`config.mk`:
```
export PLATFORM = sky130hd
export DESIGN_NAME = mem_stage
export DESIGN_NICKNAME = d
export VERILOG_FILES = /design/src/rtl/mem_stage.sv
export SDC_FILE = /design/constraint.sdc
export NUM_CORES = 1
export LEC_CHECK = 0
export ABC_AREA = 1
export CORE_AREA = 3 3 138 140
export CTS_CLUSTER_DIAMETER = 50
export DETAILED_ROUTE_END_ITERATION = 16
export DIE_AREA = 0 0 141 143
export PLACE_DENSITY_LB_ADDON = 0.1
export SYNTH_ARGS = -nofsm -noshare
export SYNTH_HDL_FRONTEND = slang
export SYNTH_SLANG_ARGS = --single-unit
```
`constraint.sdc`:
```
create_clock -name clk -period 1.58 [get_ports clk]
set_input_delay 0.158 -clock clk [delete_from_list [all_inputs] [get_ports clk]]
set_output_delay 0.158 -clock clk [all_outputs]
set_load 0.1 [all_outputs]
```
`src/rtl/mem_stage.sv`:
```
// MEM pipeline stage: executes LB/LW/SB/SW over a req/ack data bus, stalls while
// an access is outstanding and forms the MEM/WB payload.
module mem_stage #(
    parameter int unsigned ACK_TIMEOUT = 255,
    parameter int unsigned TO_W        = 8
) (
    input  logic        clk,
    input  logic        rst,
    input  logic [2:0]  exe_memop,
    input  logic [31:0] exe_wd,
    input  logic [31:0] exe_din,
    input  logic [4:0]  exe_wa,
    input  logic        exe_wreg,
    input  logic        exe_mreg,
    input  logic        exe_whilo,
    input  logic [63:0] exe_hilo,
    output logic [31:0] mem_dreg,
    output logic [4:0]  mem_wa,
    output logic        mem_wreg,
    output logic        mem_mreg,
    output logic [3:0]  dre,
    output logic        mem_whilo,
    output logic [63:0] mem_hilo,
    output logic        stall_req,
    output logic        mem_exc,
    output logic        dbus_req,
    output logic [3:0]  dbus_we,
    output logic [31:0] dbus_addr,
    output logic [31:0] dbus_wdata,
    input  logic        dbus_ack,
    input  logic [31:0] dbus_rdata
);

    localparam logic [2:0] OP_LB = 3'b001;
    localparam logic [2:0] OP_LW = 3'b010;
    localparam logic [2:0] OP_SB = 3'b101;
    localparam logic [2:0] OP_SW = 3'b110;

    typedef enum logic [1:0] {
        IDLE = 2'd0,
        BUSY = 2'd1,
        RESP = 2'd2
    } state_t;

    state_t            state_q, state_d;
    logic              dbus_req_q, dbus_req_d;
    logic [3:0]        dbus_we_q, dbus_we_d;
    logic [31:0]       dbus_addr_q, dbus_addr_d;
    logic [31:0]       dbus_wdata_q, dbus_wdata_d;
    logic [31:0]       rdata_q, rdata_d;
    logic [TO_W-1:0]   cnt_q, cnt_d;
    logic              aborted_q, aborted_d;

    // Opcode decode; unlisted codes fall through as non-memory ops.
    logic       is_lb, is_lw, is_sb, is_sw;
    logic       is_load, is_store, is_mem, misaligned;
    logic [3:0] lane_mask, byte_mask;

    always_comb begin
        is_lb      = (exe_memop == OP_LB);
        is_lw      = (exe_memop == OP_LW);
        is_sb      = (exe_memop == OP_SB);
        is_sw      = (exe_memop == OP_SW);
        is_load    = is_lb | is_lw;
        is_store   = is_sb | is_sw;
        is_mem     = is_load | is_store;
        misaligned = (is_lw | is_sw) & (exe_wd[1:0] != 2'b00);
        lane_mask  = 4'b0001 << exe_wd[1:0];
        byte_mask  = (is_lw | is_sw) ? 4'b1111 : lane_mask;
    end

    // Next-state, bus register updates and MEM/WB payload.
    always_comb begin
        state_d      = state_q;
        dbus_req_d   = dbus_req_q;
        dbus_we_d    = dbus_we_q;
        dbus_addr_d  = dbus_addr_q;
        dbus_wdata_d = dbus_wdata_q;
        rdata_d      = rdata_q;
        cnt_d        = cnt_q;
        aborted_d    = aborted_q;

        mem_dreg  = exe_wd;
        mem_wa    = exe_wa;
        mem_wreg  = exe_wreg;
        mem_mreg  = exe_mreg;
        mem_whilo = exe_whilo;
        mem_hilo  = exe_hilo;
        dre       = is_lb ? lane_mask : (is_lw ? 4'b1111 : 4'b0000);
        stall_req = 1'b0;
        mem_exc   = 1'b0;

        unique case (state_q)
            IDLE: begin
                if (is_mem && misaligned) begin
                    mem_exc   = 1'b1;
                    mem_wreg  = 1'b0;
                    mem_whilo = 1'b0;
                    dre       = 4'b0000;
                end else if (is_mem) begin
                    stall_req    = 1'b1;
                    mem_wreg     = 1'b0;
                    mem_whilo    = 1'b0;
                    state_d      = BUSY;
                    dbus_req_d   = 1'b1;
                    dbus_we_d    = is_store ? byte_mask : 4'b0000;
                    dbus_addr_d  = {exe_wd[31:2], 2'b00};
                    dbus_wdata_d = is_sb ? {4{exe_din[7:0]}} : exe_din;
                    cnt_d        = '0;
                    aborted_d    = 1'b0;
                end
            end
            BUSY: begin
                stall_req = 1'b1;
                mem_wreg  = 1'b0;
                mem_whilo = 1'b0;
                if (dbus_ack) begin
                    rdata_d    = dbus_rdata;
                    dbus_req_d = 1'b0;
                    dbus_we_d  = 4'b0000;
                    state_d    = RESP;
                end else begin
                    cnt_d = cnt_q + TO_W'(1);
                    // Watchdog: abandon the access; RESP reports the fault.
                    if ((ACK_TIMEOUT != 0) && (cnt_d == TO_W'(ACK_TIMEOUT))) begin
                        dbus_req_d = 1'b0;
                        dbus_we_d  = 4'b0000;
                        aborted_d  = 1'b1;
                        state_d    = RESP;
                    end
                end
            end
            RESP: begin
                if (is_load) begin
                    mem_dreg = rdata_q;
                end
                if (aborted_q) begin
                    mem_exc   = 1'b1;
                    mem_wreg  = 1'b0;
                    mem_whilo = 1'b0;
                end
                aborted_d = 1'b0;
                state_d   = IDLE;
            end
            default: begin
                state_d    = IDLE;
                dbus_req_d = 1'b0;
                dbus_we_d  = 4'b0000;
            end
        endcase

        // Reset dominates every output, including the pass-through fields.
        if (rst) begin
            mem_dreg  = 32'h0;
            mem_wa    = 5'h0;
            mem_wreg  = 1'b0;
            mem_mreg  = 1'b0;
            mem_whilo = 1'b0;
            mem_hilo  = 64'h0;
            dre       = 4'b0000;
            stall_req = 1'b0;
            mem_exc   = 1'b0;
        end
    end

    always_ff @(posedge clk) begin
        if (rst) begin
            state_q      <= IDLE;
            dbus_req_q   <= 1'b0;
            dbus_we_q    <= 4'b0000;
            dbus_addr_q  <= 32'h0;
            dbus_wdata_q <= 32'h0;
            rdata_q      <= 32'h0;
            cnt_q        <= '0;
            aborted_q    <= 1'b0;
        end else begin
            state_q      <= state_d;
            dbus_req_q   <= dbus_req_d;
            dbus_we_q    <= dbus_we_d;
            dbus_addr_q  <= dbus_addr_d;
            dbus_wdata_q <= dbus_wdata_d;
            rdata_q      <= rdata_d;
            cnt_q        <= cnt_d;
            aborted_q    <= aborted_d;
        end
    end

    assign dbus_req   = dbus_req_q & ~rst;
    assign dbus_we    = rst ? 4'b0000 : dbus_we_q;
    assign dbus_addr  = rst ? 32'h0 : dbus_addr_q;
    assign dbus_wdata = rst ? 32'h0 : dbus_wdata_q;

endmodule

```
=== Word-level counts from Yosys, hierarchy flattened ===
Index checks and enable logic that the tools add are counted.

* Flip-flop bits (word level): 110
* Input bits: 174
* Output and inout bits: 179
* Logic and storage cells: 101

* Add/subtract/negate cells: 1
* Eq/ne operators: 12
* Shift operators: 1
* Muxes and demuxes: 59
* Bitwise gates (word level): 9
* Reduce and logical (&&, ||, !) cells: 11

{| class="wikitable"
|+ Operators with widths
! operator !! count
|-
| $mux 32 || 6
|-
| $mux 64 || 1
|-
| $mux 4 || 12
|-
| $mux 8 || 3
|-
| $mux 1 || 23
|-
| $pmux 8 s2 || 1
|-
| $pmux 1 s3 || 4
|-
| $pmux 4 s3 || 1
|-
| $add 8x1->8 const B || 1
|-
| $eq 8x8->1 const B || 1
|-
| $mux 2 || 4
|-
| $ne 2x2->1 const B || 4
|-
| $reduce_and 4->1 || 2
|-
| $eq 3x3->1 const B || 2
|-
| $reduce_and 3->1 || 2
|-
| $mux 5 || 1
|-
| $reduce_and 5->1 || 1
|-
| $or 1x1->1 || 4
|-
| $pmux 1 s2 || 2
|-
| $pmux 2 s2 || 1
|-
| $reduce_bool 2->1 || 2
|-
| $shl 1x2->4 const A || 1
|-
| $eq 3x1->1 const B || 1
|-
| $eq 3x2->1 const B || 1
|-
| other kinds (9) || 12
|}

=== Depth between registers and ports, before layout ===
Gate-level depths: netlist of the first run.

* Depth in word-level cells: 7
* Mapped depth: 11
* Depth with buffers taken out: 11

=== Worst setup path before layout of the first run ===
No wires, ideal clock.

* Kind: register to output
* Start point: register state_q[1]
* End point: output port mem_dreg[11]
* Arrival time: 2.433 ns
* Data required time: 1.422 ns
* Path slack: -1.011 ns
* Stages on the path, launching flop included: 6
* Path buffers: 1
* Path through: dfxtp_1 -> inv_1 -> nor2_1 -> nand2_2 -> buf_1 -> a21oi_1

* Longest elaborated chain between the ends: 3

{| class="wikitable"
|+ RTL lines
! element !! RTL line !! RTL
|-
| start, declared || 45 || <nowiki>state_t state_q, state_d;</nowiki>
|-
| start signal, assigned || 177 || <nowiki>state_q <= state_d;</nowiki>
|-
| $eq 2x2->1 || 93 || <nowiki>unique case (state_q)</nowiki>
|-
| $mux 32 || 93 ||
|-
| $mux 32 || 153 || <nowiki>if (rst) begin</nowiki>
|-
| end, declared || 17 || <nowiki>output logic [31:0] mem_dreg,</nowiki>
|}

No other way between the ends.

=== Worst setup path in the final report of the first run ===
Ends and elaborated chain as after synthesis.

==> key figures, run 1 <==
Final layout
  • Number of fill cells: 1285
  • Final net count: 1524
  • Area delta synth->final: 124.2%
  • Register Area: 0.002216 mm2
  • N_diodes: 0
  • Post-route cell area: 0.01347 mm2
  • Finished Core Util: 74.97%
  • Share of cells above drive strength 1: 31.71%
  • Post-route insts no fill: 1582
  • Multi-input logic area: 0.003650 mm2

Run status
  • Failing checks: setup timing
  • Outcome: finished with violations

Die
  • Die width: 141 um
  • DIE AREA: 0.02016 mm2
  • FP Rows: 49
  • IO Pins: 353
  • Die Ht: 143 um
  • Core area: 0.01796 mm2
  • Initial core utilization: 33.44%

Setup path
  • Crit-path max FO: 17
  • Slowest CP cell: dfxtp_2
  • CP startpoint kind: flop
  • WS Path Type: reg -> out
  • Buf+Inv Stages, Crit Path: 4
  • Cell family with the largest share of critical-path delay: buffers and inverters
  • Type of destination of the critical path: output port
  • Slowest stage delay, CP: 0.34 ns
  • WP data arrival: 1.76 ns
  • CP Cell Sequence: inv_2 -> nor2_4 -> nand2_8 -> buf_16 -> buf_6 -> a21oi_2 -> buf_12
  • Worst EP required: 1.42 ns

Synth
  • Synthesized cell area: 0.006007 mm2
  • Predominant post-synthesis flop cell: dfxtp_1
  • Synth area leader: dfxtp_1
  • FFs w/ async S/R, synth: 0%
  • Synthesized flop and latch total: 110
  • EDFF count, synth: 0
  • Mapped Cells: 967
  • Largest family of logic cells by synthesized area: simple AND/OR/NAND/NOR gates
  • Syn Area/Cell: 6.212 um2
  • Post-Synth Adder-Cell Area: 0.4166%
  • Post-Synth XOR/XNOR Area: 0.1458%
  • Synthesis warning total: 0
  • Most frequent cell after synthesis: inv_1
  • Compound-Gate Fraction of Synth Area: 22.56%
  • Top-area cell type share of the netlist area: 36.66%
  • Mux cell area share after synthesis: 0%
  • Simple-gate share of the synthesized area: 22.70%
  • Synth area leaders: dfxtp_1, a21oi_1, inv_1, nor2_1, o21ai_0
  • Sequential area share after synthesis: 36.66%
  • Post-synthesis cell type count: 28
  • Post-synth top cells: inv_1, nor2_1, a21oi_1

Timing
  • Worst setup margin: -0.3348 ns
  • Clk_skew: 0.007692 ns
  • Hold slack: 0.2012 ns
  • Final hold vios: 0
  • Final setup vio count: 41
  • Max Slew Vio Count: 0
  • RSZ-0062 raised after global routing: yes
  • Setup TNS: -10.45 ns
  • Min Tclk post-route: 1.915 ns
  • Fmax: 522.2 MHz
  • Final worst-path cycle share: 121.2%

Clock network
  • Clock-pin transition on the worst setup and hold timing paths: 0.08 ns
  • Cts bufs inserted: 9
  • TritonCTS clock tree: yes
  • Hold_buf cts: 0
  • H-tree Lvls: 3
  • Root buffer cell: clkbuf_16
  • CTS max path bufs: 2
  • Worst skew pair latency: 0.36 ns
  • Num Clock Sinks: 110

Place
  • Input/output buffers: 350
  • HPWL Detailed: 22.38 mm
  • Post-DP Area: 0.01253 mm2
  • Gpl congestion: 0.9143
  • Placed instance count: 1550

Route
  • DRT Wirelength: 30.20 mm
  • DRT Pass-1 Iters: 5
  • DR vias: 7717
  • Vias/cell: 4.878
  • Drt drc: 0
  • DRT iter0 DRCs: 509
  • Routed WL per cell: 19.09 um
  • Post-DRT Antenna Nets: 0

Global routing
  • GRT met3 Usage: 6.731%
  • GRT Overall Usage: 27.79%
  • Initial antenna violation count: 1
  • Wire length of the first global-routing pass: 43.21 mm
  • Largest net degree at the start of global routing: 63
  • Top Usage Layer GRT: met2
  • Grt ovf: 0
  • M2 GR Usage: 45.72%
  • Met1 usage: 36.32%
  • Vias in the first global route: 7255

Power
  • Logic gate share of total power: 48.5%
  • Switching Power: 4537 uW
  • Static Leak: 0.005633 uW
  • Int Power: 6178 uW
  • Sw frac: 42.34%
  • IR Drop Worst-Case VDD: 0.0005530 V
  • PwrDens: 795.7 mW/mm2
  • Sequential power share: 28.5%
  • Clk pwr share: 23.0%

Run
  • Max-cap viol count: 0

Worst hold path
  • Hold Crit Class: in -> reg
sequential cells by signal (all words and copies together), names as in the netlist:
| register | flops |
|---|---|
| aborted_q | 1 |
| dbus_wdata_q | 32 |
| dbus_req_q | 1 |
| rdata_q | 32 |
| cnt_q | 8 |
| dbus_addr_q | 30 |
| state_q | 2 |
| dbus_we_q | 4 |
metal layers:
layer,vias to the layer above,routed length (um)
li1,3770,-
met2,309,14810
met3,48,2242
met4,2,741
met1,3588,12390
met5,-,11
power by group through the flow:
stage / combinational, uW / sequential, uW / clock [uW]
3_5_place_dp: 4990 / 3110 / 0
2_1_floorplan: 2950 / 3100 / 0
5_1_grt: 5410 / 3070 / 2600
4_1_cts: 5080 / 3050 / 2490
3_3_place_gp: 4960 / 3110 / 0
6_report: 5200 / 3060 / 2460
final cells by class:
class	instances	share of cell area, %
clock buffers	9	1.672
inverters	192	5.380
clock inverters	7	0.7061
flip-flops and latches	110	16.45
well taps	229	2.128
multi-input cells	601	27.10
repair buffers	434	46.56
worst register-to-register path: stages, from the launching register on:
cell and delay (ns):
dfxtp_4 0.37, inv_2 0.07, ha_1 0.16, nand2_1 0.06
nand3b_1 0.17, nor2_2 0.13, buf_4 0.13, nand2_1 0.07
nor2_1 0.15, nand3_1 0.11, a21oi_1 0.13
final timing paths:
check / startpoint / end / slack (ns) / cells past startpoint
setup / recovery: state_q[1]$_SDFFE_PP0P_ / mem_dreg[11] / -0.33 / 7
hold / removal: rst / rdata_q[4]$_SDFFE_PP0P_ / 0.20 / 3
setup reg to reg: cnt_q[0]$_SDFFE_PP0P_ / aborted_q$_SDFFE_PP0P_ / -0.02 / 10
hold reg to reg: dbus_wdata_q[24]$_SDFFE_PP0P_ / dbus_wdata_q[24]$_SDFFE_PP0P_ / 0.46 / 2
what timing repair did:
item                                    CTS  global route
gates resized for setup                  68            59
buffers inserted                         11             3
endpoints found under the setup margin   42           108
gates cloned                              1             5
pin swaps                                13            13
per-stage QoR:
stage | worst slack (ns) | total power (uW)
global route | -0.3853 | 11080
finish | -0.3348 | 10710
detailed placement | -0.5838 | 8106
floorplan | -0.5325 | 6045
global placement | -0.5394 | 8067
CTS | -0.3490 | 10630
cell families after synthesis:
logic type	after synthesis
fa+ha+maj	2
xor+xnor	1
simple gates	329
other cells	1
buf+inv	257
compound gates	267
flops	110
cell usage in the layout, fill, tap and decap left out, types with 2 or more instances in the layout:
master           count
nand3_1             38
dfxtp_4              2
inv_1              178
nand3b_1             3
a21oi_4             33
inv_6                2
dfxtp_1            103
nand3_2              2
dlygate4sd2_1        2
o21ai_4              8
buf_16               2
a21oi_1             99
clkbuf_16           14
clkinv_8             2
conb_1               2
nand4_1              6
buf_12             190
nand2_1            108
clkinvlp_4           2
nand2_8              2
o21ai_1             31
buf_6               19
inv_2               12
o21ai_0             81
nand2_4              5
nor2_4              29
nor2_2              27
nand3_4              2
clkdlybuf4s50_1    169
dfxtp_2              5
o21ai_2              5
nor2_1             100
nand2_2              5
buf_4               45
a21oi_2              9
Power figures use the tool's default switching activity.
==> inputs of run 2 (changes only) <==
--- a/config.mk
+++ b/config.mk
@@ -6,10 +6,10 @@
 export NUM_CORES = 1
 export LEC_CHECK = 0
 export ABC_AREA = 1
-export CORE_AREA = 3 3 138 140
+export CORE_AREA = 2 2 137 139
 export CTS_CLUSTER_DIAMETER = 50
 export DETAILED_ROUTE_END_ITERATION = 16
-export DIE_AREA = 0 0 141 143
+export DIE_AREA = 0 0 139 141
 export PLACE_DENSITY_LB_ADDON = 0.1
 export SYNTH_ARGS = -nofsm -noshare
 export SYNTH_HDL_FRONTEND = slang
==> constraint.sdc (replaced) <==
create_clock -name clk -period 1.58 [get_ports clk]
set_input_delay 0.158 -clock clk [delete_from_list [all_inputs] [get_ports clk]]
set_output_delay 0.158 -clock clk [all_outputs]
set_load 0.005 [all_outputs]
==> key figures, run 2 (same netlist as run 1, synthesis figures left out) <==
Timing
  • Worst setup margin: -0.2777 ns
  • Clk_skew: 0.009034 ns
  • Fmax: 538.3 MHz
  • Final hold vios: 0
  • Max Slew Vio Count: 0
  • Final worst-path cycle share: 117.6%
  • Min Tclk post-route: 1.858 ns
  • Final setup vio count: 32
  • RSZ-0062 raised after global routing: yes

Setup path
  • Crit-path max FO: 6
  • R2R setup slack: 0.03 ns
  • WP data arrival: 1.70 ns
  • Number of cells on the worst reg-to-reg path: 10
  • WS Path Type: reg -> out
  • CP startpoint kind: flop
  • Worst EP required: 1.42 ns
  • Type of destination of the critical path: output port
  • Worst R2R End: aborted_q$_SDFFE_PP0P_
  • Worst reg2reg path startpoint: state_q[0]$_SDFFE_PP0P_

Clock network
  • Num Clock Sinks: 110
  • Clock-pin transition on the worst setup and hold timing paths: 0.08 ns
  • Root buffer cell: clkbuf_16
  • Cts bufs inserted: 9
  • Hold_buf cts: 0
  • Worst skew pair latency: 0.36 ns
  • H-tree Lvls: 3
  • TritonCTS clock tree: yes
  • CTS max path bufs: 2

Worst hold path
  • Hold Crit Class: in -> reg
  • Hold Path End: dbus_addr_q[25]$_SDFFE_PP0P_
  • Hold path cells: 4
  • Hold_sp: rst

Final layout
  • Final net count: 1523
  • Share of cells above drive strength 1: 18.20%
  • Most common cell after layout, fill and taps aside: clkdlybuf4s50_1
  • Commonest non-fill, non-tap cells in the layout: clkdlybuf4s50_1, inv_1, nor2_1, nand2_1, a21oi_1
  • Largest registers: dbus_wdata_q: 32 flops, rdata_q: 32 flops, dbus_addr_q: 30 flops
  • Area delta synth->final: 84.48%
  • Number of fill cells: 1719
  • Post-route insts no fill: 1587

Die
  • IO Pins: 353
  • Die Ht: 141 um
  • FP Rows: 50
  • DIE AREA: 0.01960 mm2
  • Initial core utilization: 32.88%
  • Die width: 139 um
  • Core area: 0.01827 mm2

Global routing
  • Largest net degree at the start of global routing: 60
  • Vias in the first global route: 6930
  • Wire length of the first global-routing pass: 39.52 mm
  • Grt ovf: 0
  • GRT Overall Usage: 25.87%
  • Initial antenna violation count: 1

Place
  • Gpl congestion: 0.8487
  • Input/output buffers: 350
  • HPWL Detailed: 19.34 mm
  • Placed instance count: 1549

Route
  • DRT Wirelength: 27.15 mm
  • Routed WL per cell: 17.11 um
  • Post-DRT Antenna Nets: 0
  • DRT iter0 DRCs: 486
  • DR vias: 7544
  • Drt drc: 0
  • DRT Pass-1 Iters: 5
  • Vias/cell: 4.754

Run
  • Max-cap viol count: 0

Power
  • Pwr Total: 7880 uW
  • PwrDens: 711.0 mW/mm2
  • IR Drop Worst-Case VDD: 0.0005053 V
  • Static Leak: 0.005116 uW

Run status
  • Failing checks: setup timing
  • Outcome: finished with violations
[run 2: cell count changes in the layout (fill, tap and decap cells not counted), sizes merged]
cell,delta
inv,+2
clkdlybuf4s15,-1
dlygate4sd2,+1
clkdlybuf4s50,+119
dlymetal6s2s,+23
buf,-148
clkbuf,+6
diode,+1
clkinvlp,-1
clkinv,-2
[run 2: worst max-delay path by stage]
stage / startpoint / end / slack (ns) / cells after the start
after floorplan: cnt_q[0]$_SDFFE_PP0P_ / dbus_we_q[0]$_SDFFE_PP0P_ / 0.15 / 10
after global placement: exe_memop[0] / mem_dreg[5] / -0.65 / 11
after detailed placement: exe_memop[0] / mem_dreg[12] / -0.69 / 11
after CTS: state_q[1]$_SDFFE_PP0P_ / mem_dreg[4] / -0.40 / 8
after global routing: state_q[1]$_SDFFE_PP0P_ / mem_dreg[17] / -0.34 / 7
final: state_q[1]$_SDFFE_PP0P_ / mem_dreg[17] / -0.28 / 7
[run 2: layout make-up]
class | count | area [um2] | area share, %
Timing Repair Buffer | 433 | 4350 | 39.26
Multi-Input combinational cell | 601 | 3178 | 28.68
Sequential cell | 110 | 2218 | 20.02
Inverter | 192 | 725.7 | 6.548
Tap cell | 234 | 292.8 | 2.642
Clock buffer | 10 | 239.0 | 2.156
Clock inverter | 6 | 75.07 | 0.6774
Antenna cell | 1 | 2.502 | 0.02258
[run 2: worst max-delay path: stages (launching register included)]
cell and delay (ns):
dfxtp_2 0.35, inv_2 0.04, nor2_4 0.17, nand2_8 0.13, buf_16 0.18, o21ai_0 0.26, a21oi_2 0.07, buf_2 0.14
[run 2: what timing repair did]
item / in CTS / in global routing
pin swaps: 6 / 42
setup endpoints to repair: 93 / 139
gates cloned: 4 / 3
resized for setup: 165 / 167
buffers inserted: 14 / 1
[run 2: layer usage]
layer / vias up / global-route usage [%] / share of wire, %
met1: 3417 / 32.03 / 42
met4: 0 / 10.31 / 2.7
met2: 309 / 43.32 / 48
met3: 48 / 6.454 / 7.3
met5: - / 0 / 0
li1: 3770 / - / -
[run 2: power by group]
group	internal [uW]	total [uW]	leakage [uW]	switching, uW
clock network	1300	2470	0.000152	1160
registers	2980	3060	0.000905	74.9
logic	1250	2360	0.00406	1100
total	5540	7880	0.00512	2340
[run 2: per-stage QoR]
step / instance area (um2) / TNS (ns) / hold WS (ns) / util, % / setup slack, ns
detailed placement: 10050 / -54.45 / 0.4418 / 55.00 / -0.6893
floorplan: 6011 / 0 / 0.3122 / - / 0.1463
CTS: 10700 / -12.54 / 0.1726 / 58.55 / -0.4049
finish: 11080 / -6.366 / 0.1783 / 60.66 / -0.2777
global route: 11080 / -8.606 / 0.1986 / 60.66 / -0.3367
global placement: 10050 / -52.35 / 0.4382 / 55.00 / -0.6495
==> inputs of run 3 (changes only) <==
--- a/config.mk
+++ b/config.mk
@@ -10,7 +10,8 @@
 export CTS_CLUSTER_DIAMETER = 50
 export DETAILED_ROUTE_END_ITERATION = 16
 export DIE_AREA = 0 0 139 141
-export PLACE_DENSITY_LB_ADDON = 0.1
+export MAX_ROUTING_LAYER = met4
+export PLACE_DENSITY = 0.78
 export SYNTH_ARGS = -nofsm -noshare
 export SYNTH_HDL_FRONTEND = slang
 export SYNTH_SLANG_ARGS = --single-unit
==> key figures, run 3 (same netlist as run 1, synthesis figures left out) <==
Run status
  • Outcome: finished with violations
  • Failing checks: setup timing

Route
  • Drt drc: 0
  • DRT Wirelength: 27.79 mm
  • DRT Pass-1 Iters: 5
  • Vias/cell: 4.918
  • Routed WL per cell: 17.49 um
  • Post-DRT Antenna Nets: 0
  • DRT iter0 DRCs: 529
  • DR vias: 7814

Place
  • Gpl congestion: 0.9029
  • Input/output buffers: 350
  • HPWL Detailed: 19.01 mm

Power
  • Static Leak: 0.004973 uW
  • IR Drop Worst-Case VDD: 0.0004865 V
  • PwrDens: 714.1 mW/mm2

Setup path
  • Number of cells on the worst reg-to-reg path: 9
  • WP data arrival: 1.70 ns
  • Type of destination of the critical path: output port
  • Worst EP required: 1.42 ns
  • CP startpoint kind: flop
  • Worst setup path startpoint: state_q[0]$_SDFFE_PP0P_
  • R2R setup slack: -0.04 ns
  • WS Path Type: reg -> out
  • Crit-path max FO: 9
  • Worst reg2reg path startpoint: state_q[1]$_SDFFE_PP0P_

Worst hold path
  • Hold path cells: 4
  • Hold_sp: exe_wd[1]
  • Hold Crit Class: in -> reg

Run
  • Max-cap viol count: 0

Timing
  • Hold slack: 0.2487 ns
  • Fmax: 537.8 MHz
  • Clk_skew: 0.007836 ns
  • Setup TNS: -7.208 ns
  • Final hold vios: 0
  • RSZ-0062 raised after global routing: yes
  • Min Tclk post-route: 1.859 ns
  • Final setup vio count: 66
  • Worst setup margin: -0.2793 ns
  • Max Slew Vio Count: 0
  • Final worst-path cycle share: 117.7%

Clock network
  • CTS max path bufs: 2
  • Worst skew pair latency: 0.36 ns
  • Num Clock Sinks: 110
  • Root buffer cell: clkbuf_16
  • Clock-pin transition on the worst setup and hold timing paths: 0.08 ns
  • Cts bufs inserted: 9
  • H-tree Lvls: 3
  • TritonCTS clock tree: yes

Global routing
  • Vias in the first global route: 7221
  • GRT Overall Usage: 26.11%
  • Wire length of the first global-routing pass: 39.50 mm
  • Initial antenna violation count: 0
  • Grt ovf: 0
  • Largest net degree at the start of global routing: 49

Die
  • DIE AREA: 0.01960 mm2
  • Die Ht: 141 um
  • IO Pins: 353
  • FP Rows: 50
  • Core area: 0.01827 mm2
  • Initial core utilization: 32.88%
  • Die width: 139 um

Final layout
  • Area delta synth->final: 88.23%
  • Final net count: 1526
  • Most common cell after layout, fill and taps aside: clkdlybuf4s50_1
  • Largest registers: dbus_wdata_q: 32 flops, rdata_q: 32 flops, dbus_addr_q: 30 flops
  • N_diodes: 0
  • Commonest non-fill, non-tap cells in the layout: clkdlybuf4s50_1, inv_1, nor2_1, nand2_1, dfxtp_1
  • Share of cells above drive strength 1: 21.77%
==> run 3: critical path, cell delays in order (launching register included) <==
cell,delay (ns)
dfxtp_4,0.36
nor2_4,0.20
nand2_8,0.14
buf_4,0.18
buf_8,0.14
a21oi_1,0.17
buf_2,0.15
==> run 3: area by class of cell <==
cell class	count	area, um2
Multi-Input combinational cell	601	3373
Timing Repair Buffer	436	4379
Clock buffer	9	225.2
Sequential cell	110	2218
Tap cell	234	292.8
Inverter	192	732.0
Clock inverter	7	86.33
Fill cell	1602	6960
==> run 3: final timing paths <==
check / endpoint
hold reg to reg: dbus_addr_q[6]$_SDFFE_PP0P_
hold / removal: dbus_we_q[1]$_SDFFE_PP0P_
setup reg to reg: dbus_wdata_q[23]$_SDFFE_PP0P_
setup / recovery: mem_dreg[18]
==> run 3: layer usage <==
metal / part of all wire [%] / track usage, %
met5: 0 / -
met4: 3.6 / 12.92
met3: 6.3 / 3.397
met2: 51 / 44.70
met1: 39 / 30.30
==> run 3: per-stage QoR <==
step / setup WS (ns) / total power [uW] / cell area [um2] / utilization [%] / instances
floorplan: 0.1463 / 3979 / 6011 / - / 968
global placement: -0.7252 / 5291 / 10060 / 55.07 / 1544
detailed placement: -0.7820 / 5312 / 10060 / 55.07 / 1544
CTS: -0.2723 / 7798 / 10740 / 58.79 / 1575
global route: -0.3315 / 8434 / 11310 / 61.90 / 1589
finish: -0.2793 / 8074 / 11310 / 61.90 / 1589
==> run 3: report_power, final <==
part | switching [uW] | total (uW) | internal [uW]
sequential | 79.8 | 3060 | 2980
combinational | 1230 | 2590 | 1360
clock | 1160 | 2430 | 1270
==> run 3: timing repair <==
action / CTS / global route
resized for setup: 252 / 176
buffers inserted: 11 / 12
endpoints found under the setup margin: 115 / 159
hold buffers: 0 / 0
hold endpoints to repair: 0 / 0
pin swaps: 13 / 29
gates cloned: 5 / 6
